--- config.mk ---
export PLATFORM = sky130hd
export DESIGN_NAME = multicycle_control
export DESIGN_NICKNAME = d
export VERILOG_FILES = /design/src/rtl/cpu_ctrl_pkg.sv /design/src/rtl/ctrl_wait_timer.sv /design/src/rtl/multicycle_control.sv
export SDC_FILE = /design/constraint.sdc
export NUM_CORES = 1
export LEC_CHECK = 0
export BUFFER_PORTS_ARGS = -buffer_cell sky130_fd_sc_hd__buf_4
export CORE_MARGIN = 5
export CORE_UTILIZATION = 30
export CTS_CLUSTER_SIZE = 40
export DETAILED_ROUTE_END_ITERATION = 7
export PLACE_DENSITY_LB_ADDON = 0.1
export SYNTH_ARGS = -nofsm -noshare
export SYNTH_HDL_FRONTEND = slang
export SYNTH_SLANG_ARGS = --single-unit
--- constraint.sdc ---
create_clock -name clk -period 2.25 [get_ports clk]
set_input_delay 0.225 -clock clk [delete_from_list [all_inputs] [get_ports clk]]
set_output_delay 0.225 -clock clk [all_outputs]
set_load 0.005 [all_outputs]
--- src/rtl/cpu_ctrl_pkg.sv ---
// Shared constants, state type and control-word layout for the multicycle CPU controller.
package cpu_ctrl_pkg;

   localparam int unsigned OP_ADD  = 0;
   localparam int unsigned OP_ADDI = 1;
   localparam int unsigned OP_SUB  = 2;
   localparam int unsigned OP_AND  = 3;
   localparam int unsigned OP_LW   = 4;
   localparam int unsigned OP_SW   = 5;
   localparam int unsigned OP_BNE  = 6;
   localparam int unsigned OP_J    = 7;

   localparam logic [2:0] ALU_AND = 3'b000;
   localparam logic [2:0] ALU_ADD = 3'b010;
   localparam logic [2:0] ALU_SUB = 3'b110;

   localparam logic [1:0] SRCB_REGB = 2'b00;
   localparam logic [1:0] SRCB_ONE  = 2'b01;
   localparam logic [1:0] SRCB_IMM  = 2'b10;

   localparam logic [1:0] PCSRC_ALU    = 2'b00;
   localparam logic [1:0] PCSRC_ALUOUT = 2'b01;
   localparam logic [1:0] PCSRC_JUMP   = 2'b10;

   typedef enum logic [3:0] {
      ST_RST, ST_FETCH, ST_DECODE, ST_EXR, ST_EXI, ST_AWB,
      ST_MADR, ST_MRD, ST_MWB, ST_MWR, ST_BR, ST_JMP
   } ctrl_state_t;

   // fetch qualifies ir_write/pc_write with mem_ready outside the register
   typedef struct packed {
      logic       mem_req;
      logic       mem_we;
      logic       i_or_d;
      logic       fetch;
      logic       pc_write;
      logic       pc_write_cond;
      logic [1:0] pc_src;
      logic       alu_src_a;
      logic [1:0] alu_src_b;
      logic [2:0] alu_control;
      logic       reg_write;
      logic       mem_to_reg;
   } ctrl_out_t;

   function automatic ctrl_out_t decode_outputs(input ctrl_state_t st, input logic [2:0] r_alu);
      ctrl_out_t o;
      o = '0;
      case (st)
         ST_FETCH: begin
            o.mem_req     = 1'b1;
            o.fetch       = 1'b1;
            o.pc_src      = PCSRC_ALU;
            o.alu_src_b   = SRCB_ONE;
            o.alu_control = ALU_ADD;
         end
         ST_DECODE, ST_EXI, ST_MADR: begin
            o.alu_src_a   = (st != ST_DECODE);
            o.alu_src_b   = SRCB_IMM;
            o.alu_control = ALU_ADD;
         end
         ST_EXR: begin
            o.alu_src_a   = 1'b1;
            o.alu_src_b   = SRCB_REGB;
            o.alu_control = r_alu;
         end
         ST_AWB: o.reg_write = 1'b1;
         ST_MRD: begin
            o.mem_req = 1'b1;
            o.i_or_d  = 1'b1;
         end
         ST_MWB: begin
            o.reg_write  = 1'b1;
            o.mem_to_reg = 1'b1;
         end
         ST_MWR: begin
            o.mem_req = 1'b1;
            o.mem_we  = 1'b1;
            o.i_or_d  = 1'b1;
         end
         ST_BR: begin
            o.alu_src_a     = 1'b1;
            o.alu_src_b     = SRCB_REGB;
            o.alu_control   = ALU_SUB;
            o.pc_src        = PCSRC_ALUOUT;
            o.pc_write_cond = 1'b1;
         end
         ST_JMP: begin
            o.pc_src   = PCSRC_JUMP;
            o.pc_write = 1'b1;
         end
         default: o = '0;
      endcase
      return o;
   endfunction

endpackage

--- src/rtl/ctrl_wait_timer.sv ---
// Per-access memory wait counter; flags the last allowed not-ready cycle.
module ctrl_wait_timer
   import cpu_ctrl_pkg::*;
#(
   parameter int unsigned TIMEOUT = 16
) (
   input  logic clk,
   input  logic rst_n,
   input  logic clr,
   input  logic tick,
   output logic expired
);

   localparam int unsigned CW   = (TIMEOUT > 1) ? $clog2(TIMEOUT) : 1;
   localparam int unsigned LAST = (TIMEOUT > 0) ? TIMEOUT - 1 : 0;

   logic [CW-1:0] cnt;

   always_ff @(posedge clk or negedge rst_n) begin
      if (!rst_n) begin
         cnt <= '0;
      end else if (clr) begin
         cnt <= '0;
      end else if (tick) begin
         cnt <= cnt + CW'(1);
      end
   end

   // a ready cycle never ticks, so ready always beats the timeout
   assign expired = (TIMEOUT != 0) && tick && (cnt == CW'(LAST));

endmodule

--- src/rtl/multicycle_control.sv ---
// Multicycle control FSM: sequences fetch/decode/execute/memory/write-back with
// a timed memory handshake, sticky error flags and a retired-instruction counter.
module multicycle_control
   import cpu_ctrl_pkg::*;
#(
   parameter int unsigned OPW     = 4,
   parameter int unsigned CNTW    = 16,
   parameter int unsigned TIMEOUT = 16
) (
   input  logic            clk,
   input  logic            rst_n,
   input  logic [OPW-1:0]  opcode,
   input  logic            alu_zero,
   input  logic            mem_ready,
   input  logic            clr_err,
   output logic            mem_req,
   output logic            mem_we,
   output logic            i_or_d,
   output logic            ir_write,
   output logic            pc_en,
   output logic [1:0]      pc_src,
   output logic            alu_src_a,
   output logic [1:0]      alu_src_b,
   output logic [2:0]      alu_control,
   output logic            reg_write,
   output logic            mem_to_reg,
   output logic            illegal_op,
   output logic            bus_err,
   output logic [CNTW-1:0] instr_retired
);

   ctrl_state_t    state_q, state_d;
   logic [OPW-1:0] op_q, op_d;
   ctrl_out_t      out_q, out_d;
   logic [2:0]     r_alu_d;
   logic           illegal_set;
   logic           retire;
   logic           timeout;
   logic           timer_clr;
   logic           timer_tick;

   // registered mem_req is high exactly in the memory states
   assign timer_tick = out_q.mem_req & ~mem_ready;
   assign timer_clr  = (state_d != state_q) | timeout;

   ctrl_wait_timer #(.TIMEOUT(TIMEOUT)) u_wait_timer (
      .clk     (clk),
      .rst_n   (rst_n),
      .clr     (timer_clr),
      .tick    (timer_tick),
      .expired (timeout)
   );

   always_ff @(posedge clk or negedge rst_n) begin
      if (!rst_n) begin
         state_q <= ST_RST;
      end else begin
         state_q <= state_d;
      end
   end

   always_comb begin
      state_d     = state_q;
      illegal_set = 1'b0;
      retire      = 1'b0;
      unique case (state_q)
         ST_RST:    state_d = ST_FETCH;
         ST_FETCH: begin
            if (mem_ready) state_d = ST_DECODE;
            else           state_d = ST_FETCH;
         end
         ST_DECODE: begin
            case (opcode)
               OPW'(OP_ADD), OPW'(OP_SUB), OPW'(OP_AND): state_d = ST_EXR;
               OPW'(OP_ADDI):                            state_d = ST_EXI;
               OPW'(OP_LW), OPW'(OP_SW):                 state_d = ST_MADR;
               OPW'(OP_BNE):                             state_d = ST_BR;
               OPW'(OP_J):                               state_d = ST_JMP;
               default: begin
                  state_d     = ST_FETCH;
                  illegal_set = 1'b1;
               end
            endcase
         end
         ST_EXR, ST_EXI: state_d = ST_AWB;
         ST_MADR: state_d = (op_q == OPW'(OP_SW)) ? ST_MWR : ST_MRD;
         ST_MRD: begin
            if (mem_ready)    state_d = ST_MWB;
            else if (timeout) state_d = ST_FETCH;
         end
         ST_MWR: begin
            if (mem_ready) begin
               state_d = ST_FETCH;
               retire  = 1'b1;
            end else if (timeout) begin
               state_d = ST_FETCH;
            end
         end
         ST_AWB, ST_MWB, ST_BR, ST_JMP: begin
            state_d = ST_FETCH;
            retire  = 1'b1;
         end
         default: state_d = ST_FETCH;
      endcase
   end

   // opcode is captured during DECODE; later states see only op_q
   assign op_d = (state_q == ST_DECODE) ? opcode : op_q;

   always_comb begin
      r_alu_d = ALU_ADD;
      if (op_d == OPW'(OP_SUB))      r_alu_d = ALU_SUB;
      else if (op_d == OPW'(OP_AND)) r_alu_d = ALU_AND;
   end

   assign out_d = decode_outputs(state_d, r_alu_d);

   // control word, sticky flags and retire counter
   always_ff @(posedge clk or negedge rst_n) begin
      if (!rst_n) begin
         op_q          <= '0;
         out_q         <= '0;
         illegal_op    <= 1'b0;
         bus_err       <= 1'b0;
         instr_retired <= '0;
      end else begin
         op_q       <= op_d;
         out_q      <= out_d;
         illegal_op <= illegal_set | (illegal_op & ~clr_err);
         bus_err    <= timeout | (bus_err & ~clr_err);
         if (retire) instr_retired <= instr_retired + CNTW'(1);
      end
   end

   assign mem_req     = out_q.mem_req;
   assign mem_we      = out_q.mem_we;
   assign i_or_d      = out_q.i_or_d;
   assign pc_src      = out_q.pc_src;
   assign alu_src_a   = out_q.alu_src_a;
   assign alu_src_b   = out_q.alu_src_b;
   assign alu_control = out_q.alu_control;
   assign reg_write   = out_q.reg_write;
   assign mem_to_reg  = out_q.mem_to_reg;
   assign ir_write    = out_q.fetch & mem_ready;
   assign pc_en       = out_q.pc_write | (out_q.fetch & mem_ready) |
                        (out_q.pc_write_cond & ~alu_zero);

endmodule

==> results of run 1 <==
==> final cells by class <==
cell class,count,area (sq um)
Inverter,10,37.5
Fill cell,763,4480
Clock buffer,6,82.6
Clock inverter,2,38.8
Tap cell,99,124
Multi-Input combinational cell,150,1000
Sequential cell,44,1100
Timing Repair Buffer,52,393
==> layer usage <==
layer / vias to the layer above / track usage [%]
li1: 859 / -
met1: 841 / 16.3
met2: 37 / 18.9
met3: 9 / 2.50
met4: 0 / 3.91
met5: - / 0
==> repair_timing <==
item                                    CTS  global route
hold endpoints to repair                 44             0
endpoints found under the setup margin    0             0
hold buffers                              1             0
==> cells in the mapped netlist (2+ instances only) <==
cell | instances | share of area, %
xor2_1 | 11 | 4.3
buf_4 | 7 | 2.4
inv_1 | 10 | 1.7
o21ai_0 | 8 | 1.8
a21oi_1 | 5 | 1.1
o21ai_1 | 2 | 0.45
nor2_1 | 10 | 1.7
a31oi_1 | 2 | 0.56
o22ai_1 | 2 | 0.56
nor2b_1 | 6 | 1.7
xnor2_1 | 7 | 2.8
a21o_1 | 2 | 0.67
nand2b_1 | 5 | 1.4
clkbuf_1 | 6 | 1.0
nor3_1 | 9 | 2.0
and2_1 | 2 | 0.56
a211o_1 | 2 | 0.79
buf_2 | 2 | 0.45
nand3_1 | 13 | 2.9
nand4_1 | 7 | 2.0
ha_1 | 2 | 1.1
nor4_1 | 3 | 0.84
o21bai_1 | 2 | 0.67
dfrtp_1 | 44 | 49
and4b_1 | 3 | 1.3
mux2i_1 | 2 | 0.90
nor3b_1 | 2 | 0.67
a311o_1 | 2 | 0.90
nand2_1 | 16 | 2.7
==> report_power, final <==
group	internal [W]	switching, W
combinational	0.000505	0.000568
sequential	0.000979	0.000140
clock	0.000363	0.000284
==> stage by stage <==
step	std cells	util (%)	worst slack, ns	hold slack [ns]
2_1_floorplan	219	-	0.392	-0.0706
3_3_place_gp	354	36.5	0.215	0.270
3_5_place_dp	354	36.5	0.214	0.269
4_1_cts	363	38.3	0.187	0.105
5_1_grt	363	38.3	0.0315	0.108
6_report	363	38.3	0.204	0.105
==> worst reg2reg max path, cell delays in order, from the launching register on <==
cell and delay [ns]:
dfrtp_1 0.38, or4b_1 0.70, a211oi_4 0.34, nor2_2 0.13, a211o_1 0.29, o21bai_1 0.13
==> logic make-up after synthesis <==
family | count (synthesis)
mux | 3
compound gates | 37
buf+inv | 25
fa+ha+maj | 2
other cells | 1
simple gates | 89
flops | 44
xor+xnor | 18
==> path summary, 6_finish.rpt <==
check	endpoint	slack, ns	cells after the start
min reg2reg	instr_retired[15]	0.47	1
max in group asynchronous	pc_src[0]	1.41	2
max reg2reg	alu_control[2]	0.20	5
min in group asynchronous	instr_retired[6]	0.45	2
min	illegal_op	0.10	2
max	alu_control[2]	0.20	5
==> flow_summary.toml, run 1 <==
[pwr]
power_w = 0.00284
power_leakage_nw = 1.30
vdd_drop_max_uv = 407
power_density_nw_per_um2 = 1020

[outcome]
status = "finished, final reports clean"

[placed_design]
placed_area_sq_um = 2650
io_buffer_count = 40
gp_congestion = 0.783
dp_hpwl_um = 3800

[layout]
drive_above_1_share_pct = 26.5
final_common_cell = "buf_4"
largest_reg_flops = 16
fin_nets = 274
diodes = 0
synthToLayoutAreaGrowth_pct = 24.9
largest_register = "instr_retired"
final_cell_mix = "51 x buf_4, 44 x dfrtp_1, 16 x nand2_1, 13 x nand3_1, 11 x xor2_1"
design_area_sq_um = 2780

[synthesis]
synth_top_family_by_area = "simple AND/OR/NAND/NOR gates"
ys_seq_area_share_pct = 49.5
synth_xor_area_share_pct = 7.09
synthSimpleGateAreaFrac_pct = 23.0
ys_ff_latch = 44
syn_nets = 230
synth-edff-count = 0
synth_cell_types = 54
netlist_area_sq_um = 2220
syn_avg_cell_area_sq_um = 10.2
synthAdderAreaFrac_pct = 1.12
synthFlopType = "dfrtp_1"
syn-instance-count = 219
synth-async-reset-ratio_pct = 100
synth_compound_area_share_pct = 12.2
synthMuxAreaShare_pct = 1.41
yosys_warnings = 0

[detailed_routing]
via_count = 1746
postRouteAntennaNets = 0
met3_length_um = 211
wl_um = 5190
first_pass_iters = 4
top_layer = "met4"
routedWlPerCell_um = 14.3
dr.first_iter.drc_count = 31
route.detailed.drc = 0
dr_wl_met2_um = 2420
met1_length_um = 2480
viasPerCell = 4.81

[critical_path]
r2r-start = "state_q[3]"
path_delay_family = "simple AND/OR/NAND/NOR gates"
critical-path-slowest-cell = "or4b_1"
path_buf_inv = 0
crit_required_ns = 2.47
crit_path_max_incr_delay_ns = 0.70
end_kind = "flip-flop"
start_kind = "flip-flop"
critical_path_peak_fanout = 6
crit_type = "flip-flop to flip-flop"
worstPathCellList = "or4b_1 -> a211oi_4 -> nor2_2 -> a211o_1 -> o21bai_1"
cp.arrival_ns = 2.27
crit_path_start = "state_q[3]"

[min_path]
hold_path.class = "input pin to flip-flop"
min_from = "clr_err"

[floorplanning]
dieArea_sq_um = 9240
placement_rows = 31
io_pins = 42
start_util_pct = 30.7
core-area_sq_um = 7250
die_w_um = 96.1
fp.dieH_um = 96.1

[clock_network]
clock_path_buffers = 2
cts_buffers = 5
cts.clk_slew.worst_paths_ns = 0.08
cts_setup_buffers = 0
clk-insertion-delay-late_ns = 0.30
cts_tree = "done"
clockRootBuffer = "clkbuf_8"
cts_resized = 0
cts_max_level = 2
clock-sinks = 44

[timing]
fin_tns_setup_ns = 0
tightest_slew_ns = 0.564
setup_viol = 0
layout_min_cycle_time_ns = 2.05
fin_skew_ns = 0.00645
slew_headroom_pct = 62.4
slew_viol_final = 0
clock.fmax_mhz = 489
final-hold-violation-count = 0
fin_crit_sh_pct = 90.9
rsz0062_at_grt = "false"

[global_route]
grt_pass1_vias = 1697
track_usage_pct = 12.0
antenna_found_initial = 0
grt_start_max_net_pins = 45
grt_pass1_wl_um = 8560
grt_overflow = 0

[flow_run]
cap_violations = 0
Note: power is estimated with default switching activity, not from simulation.
==> inputs of run 2 (changes only) <==
- SYNTH_HIERARCHICAL: default -> 1
- clock period: 2.25 -> 2.36 ns (I/O delays scaled with it)
==> flow_summary.toml, run 2 <==
[min_path]
holdPathStages = 3
min_from = "opcode[1]"
hold_path.class = "input pin to flip-flop"
holdPathEnd = "op_q[1]"

[pwr]
power_leakage_nw = 1.30
clock_power_share_pct = 17.6
p_sw_w = 0.000905
power_density_nw_per_um2 = 943
power_w = 0.00256
vdd_drop_max_uv = 230
swShare_pct = 35.4
combPwrFrac_pct = 41.9
internal-power_w = 0.00165
pwr-share-seq_pct = 40.5

[clock_network]
cts_tree = "done"
cts.clk_slew.worst_paths_ns = 0.08
clockRootBuffer = "clkbuf_8"
clock-sinks = 44
clock_path_buffers = 2
clk-insertion-delay-late_ns = 0.29
cts_max_level = 2
cts_buffers = 5

[synthesis]
syn-instance-count = 202
synth-async-reset-ratio_pct = 100
ys_ff_latch = 44
synthFlopType = "dfrtp_1"
synth_cell_types = 58
syn_avg_cell_area_sq_um = 10.7
yosys_warnings = 6
netlist.top_cell.by_area = "dfrtp_1"
yosysMostFrequentCell = "dfrtp_1"
syn_nets = 213
synthTopCellsByArea = "dfrtp_1 51%, xnor2_1 5.7%, nor2_1 3.1%"
synth_top_area_share_pct = 50.9
ys_seq_area_share_pct = 50.9
synth-edff-count = 0
netlist_area_sq_um = 2160
synthTopCellsByCount = "44 x dfrtp_1, 18 x nor2_1, 14 x nand2_1, 14 x xnor2_1, 10 x nor2b_1"

[timing]
setup_viol = 0
slew_headroom_pct = 62.7
layout_min_cycle_time_ns = 2.34
fin_crit_sh_pct = 99.0
fin_skew_ns = 0.00511
fin_tns_setup_ns = 0
final-hold-violation-count = 0
tightest_slew_ns = 0.559
clock.fmax_mhz = 428
slew_viol_final = 0
rsz0062_at_grt = "true"

[detailed_routing]
route.detailed.drc = 0
via_count = 1586
dr.first_iter.drc_count = 48
routedWlPerCell_um = 13.5
first_pass_iters = 4
wl_um = 4720
viasPerCell = 4.54
postRouteAntennaNets = 0

[layout]
final_cell_mix = "55 x buf_4, 44 x dfrtp_1, 17 x nor2_1, 14 x xnor2_1, 14 x nand2_1"
final_common_cell = "buf_4"
drive_above_1_share_pct = 30.0
multi_input_area_sq_um = 951
largest_reg_flops = 16
largest_register = "instr_retired"
fin_nets = 261
fill_cells = 773
diodes = 0
synthToLayoutAreaGrowth_pct = 25.3
seqCellArea_sq_um = 1100

[floorplanning]
io_pins = 42
core-area_sq_um = 7140
dieArea_sq_um = 9010
die_w_um = 94.9
fp.dieH_um = 94.9
start_util_pct = 30.3
placement_rows = 31

[global_route]
grt_overflow = 0
grt_pass1_vias = 1525
antenna_found_initial = 0
grt_start_max_net_pins = 45
grt_pass1_wl_um = 7760
track_usage_pct = 11.3

[placed_design]
dp_hpwl_um = 3440
io_buffer_count = 40
gp_congestion = 0.773

[critical_path]
end_kind = "flip-flop"
r2r-start = "state_q[0]"
r2r_setup_slack_ns = 0.02
cp.arrival_ns = 2.52
r2r_cells = 7
crit_required_ns = 2.55
r2r_end = "u_wait_timer/cnt[3]"
critical_path_peak_fanout = 3
start_kind = "flip-flop"
crit_type = "flip-flop to flip-flop"

[outcome]
status = "finished, final reports clean"

[flow_run]
cap_violations = 0
run 2: worst max-delay path by stage:
stage,from,to,cells after the start
after floorplan,state_q[0],u_wait_timer/cnt[3],8
after global placement,state_q[0],u_wait_timer/cnt[3],7
after detailed placement,state_q[0],u_wait_timer/cnt[3],7
after CTS,state_q[0],u_wait_timer/cnt[3],7
after global routing,state_q[0],u_wait_timer/cnt[3],7
final,state_q[0],u_wait_timer/cnt[3],7
run 2: metal layers:
metal	vias to the layer above	GRT usage, %	wire length (um)
met5	-	0	0
met4	0	4.69	58
met3	4	3.35	182
met2	31	15.9	2080
met1	765	16.1	2400
li1	786	-	-
run 2: kinds of logic (layout without fill, tap and decap cells):
kind of cell,after synthesis,count (layout),synth area share [%]
AND/OR/NAND/NOR,86,86,24.8
flip-flops,44,44,50.9
AO/OA/AOI/OAI,24,24,8.10
buffers and inverters,24,72,5.90
XOR/XNOR,18,18,7.29
multiplexers,3,3,1.68
adder cells (fa/ha/maj),2,2,1.16
other,1,1,0.173
run 2: what timing repair did:
| item | 4_1_cts | 5_1_grt |
|---|---|---|
| endpoints found under the hold margin | 44 | 0 |
| hold buffers | 1 | 0 |
| buffers inserted | 0 | 0 |
| gates resized for setup | 0 | 5 |
| endpoints found under the setup margin | 0 | 4 |
run 2: critical path: stages (launching register included):
cell and delay [ns]:
dfrtp_1 0.38, or4b_4 0.53, or4_4 0.50, nor3b_4 0.18
xor2_1 0.16, nand4_1 0.16, nor2b_1 0.07, mux2_4 0.25
run 2: cell type report:
| class | count | share of cell area (%) |
|---|---|---|
| flip-flops and latches | 44 | 40.6 |
| multi-input cells | 134 | 35.1 |
| repair buffers | 56 | 15.6 |
| well taps | 99 | 4.57 |
| clock buffers | 6 | 2.68 |
| inverters | 9 | 1.25 |
| clock inverters | 1 | 0.185 |
run 2: power groups by stage:
stage / Clock [W] / Sequential, W / Combinational, W
4_1_cts: 0.000476 / 0.00104 / 0.00107
5_1_grt: 0.000512 / 0.00106 / 0.00120
6_report: 0.000451 / 0.00103 / 0.00107
3_5_place_dp: 0 / 0.00105 / 0.00106
2_1_floorplan: 0 / 0.00104 / 0.000661
3_3_place_gp: 0 / 0.00105 / 0.00108
run 2: stage by stage:
stage	area (sq um)	cells	hold WS, ns	utilization [%]	worst slack [ns]
6_report	2710	349	0.175	38.0	0.0242
5_1_grt	2710	349	0.169	38.0	-0.0608
4_1_cts	2690	349	0.164	37.7	0.0168
3_5_place_dp	2610	341	0.279	36.5	0.0347
3_3_place_gp	2610	341	0.280	36.5	0.0701
2_1_floorplan	2170	202	-0.0596	-	-0.0630
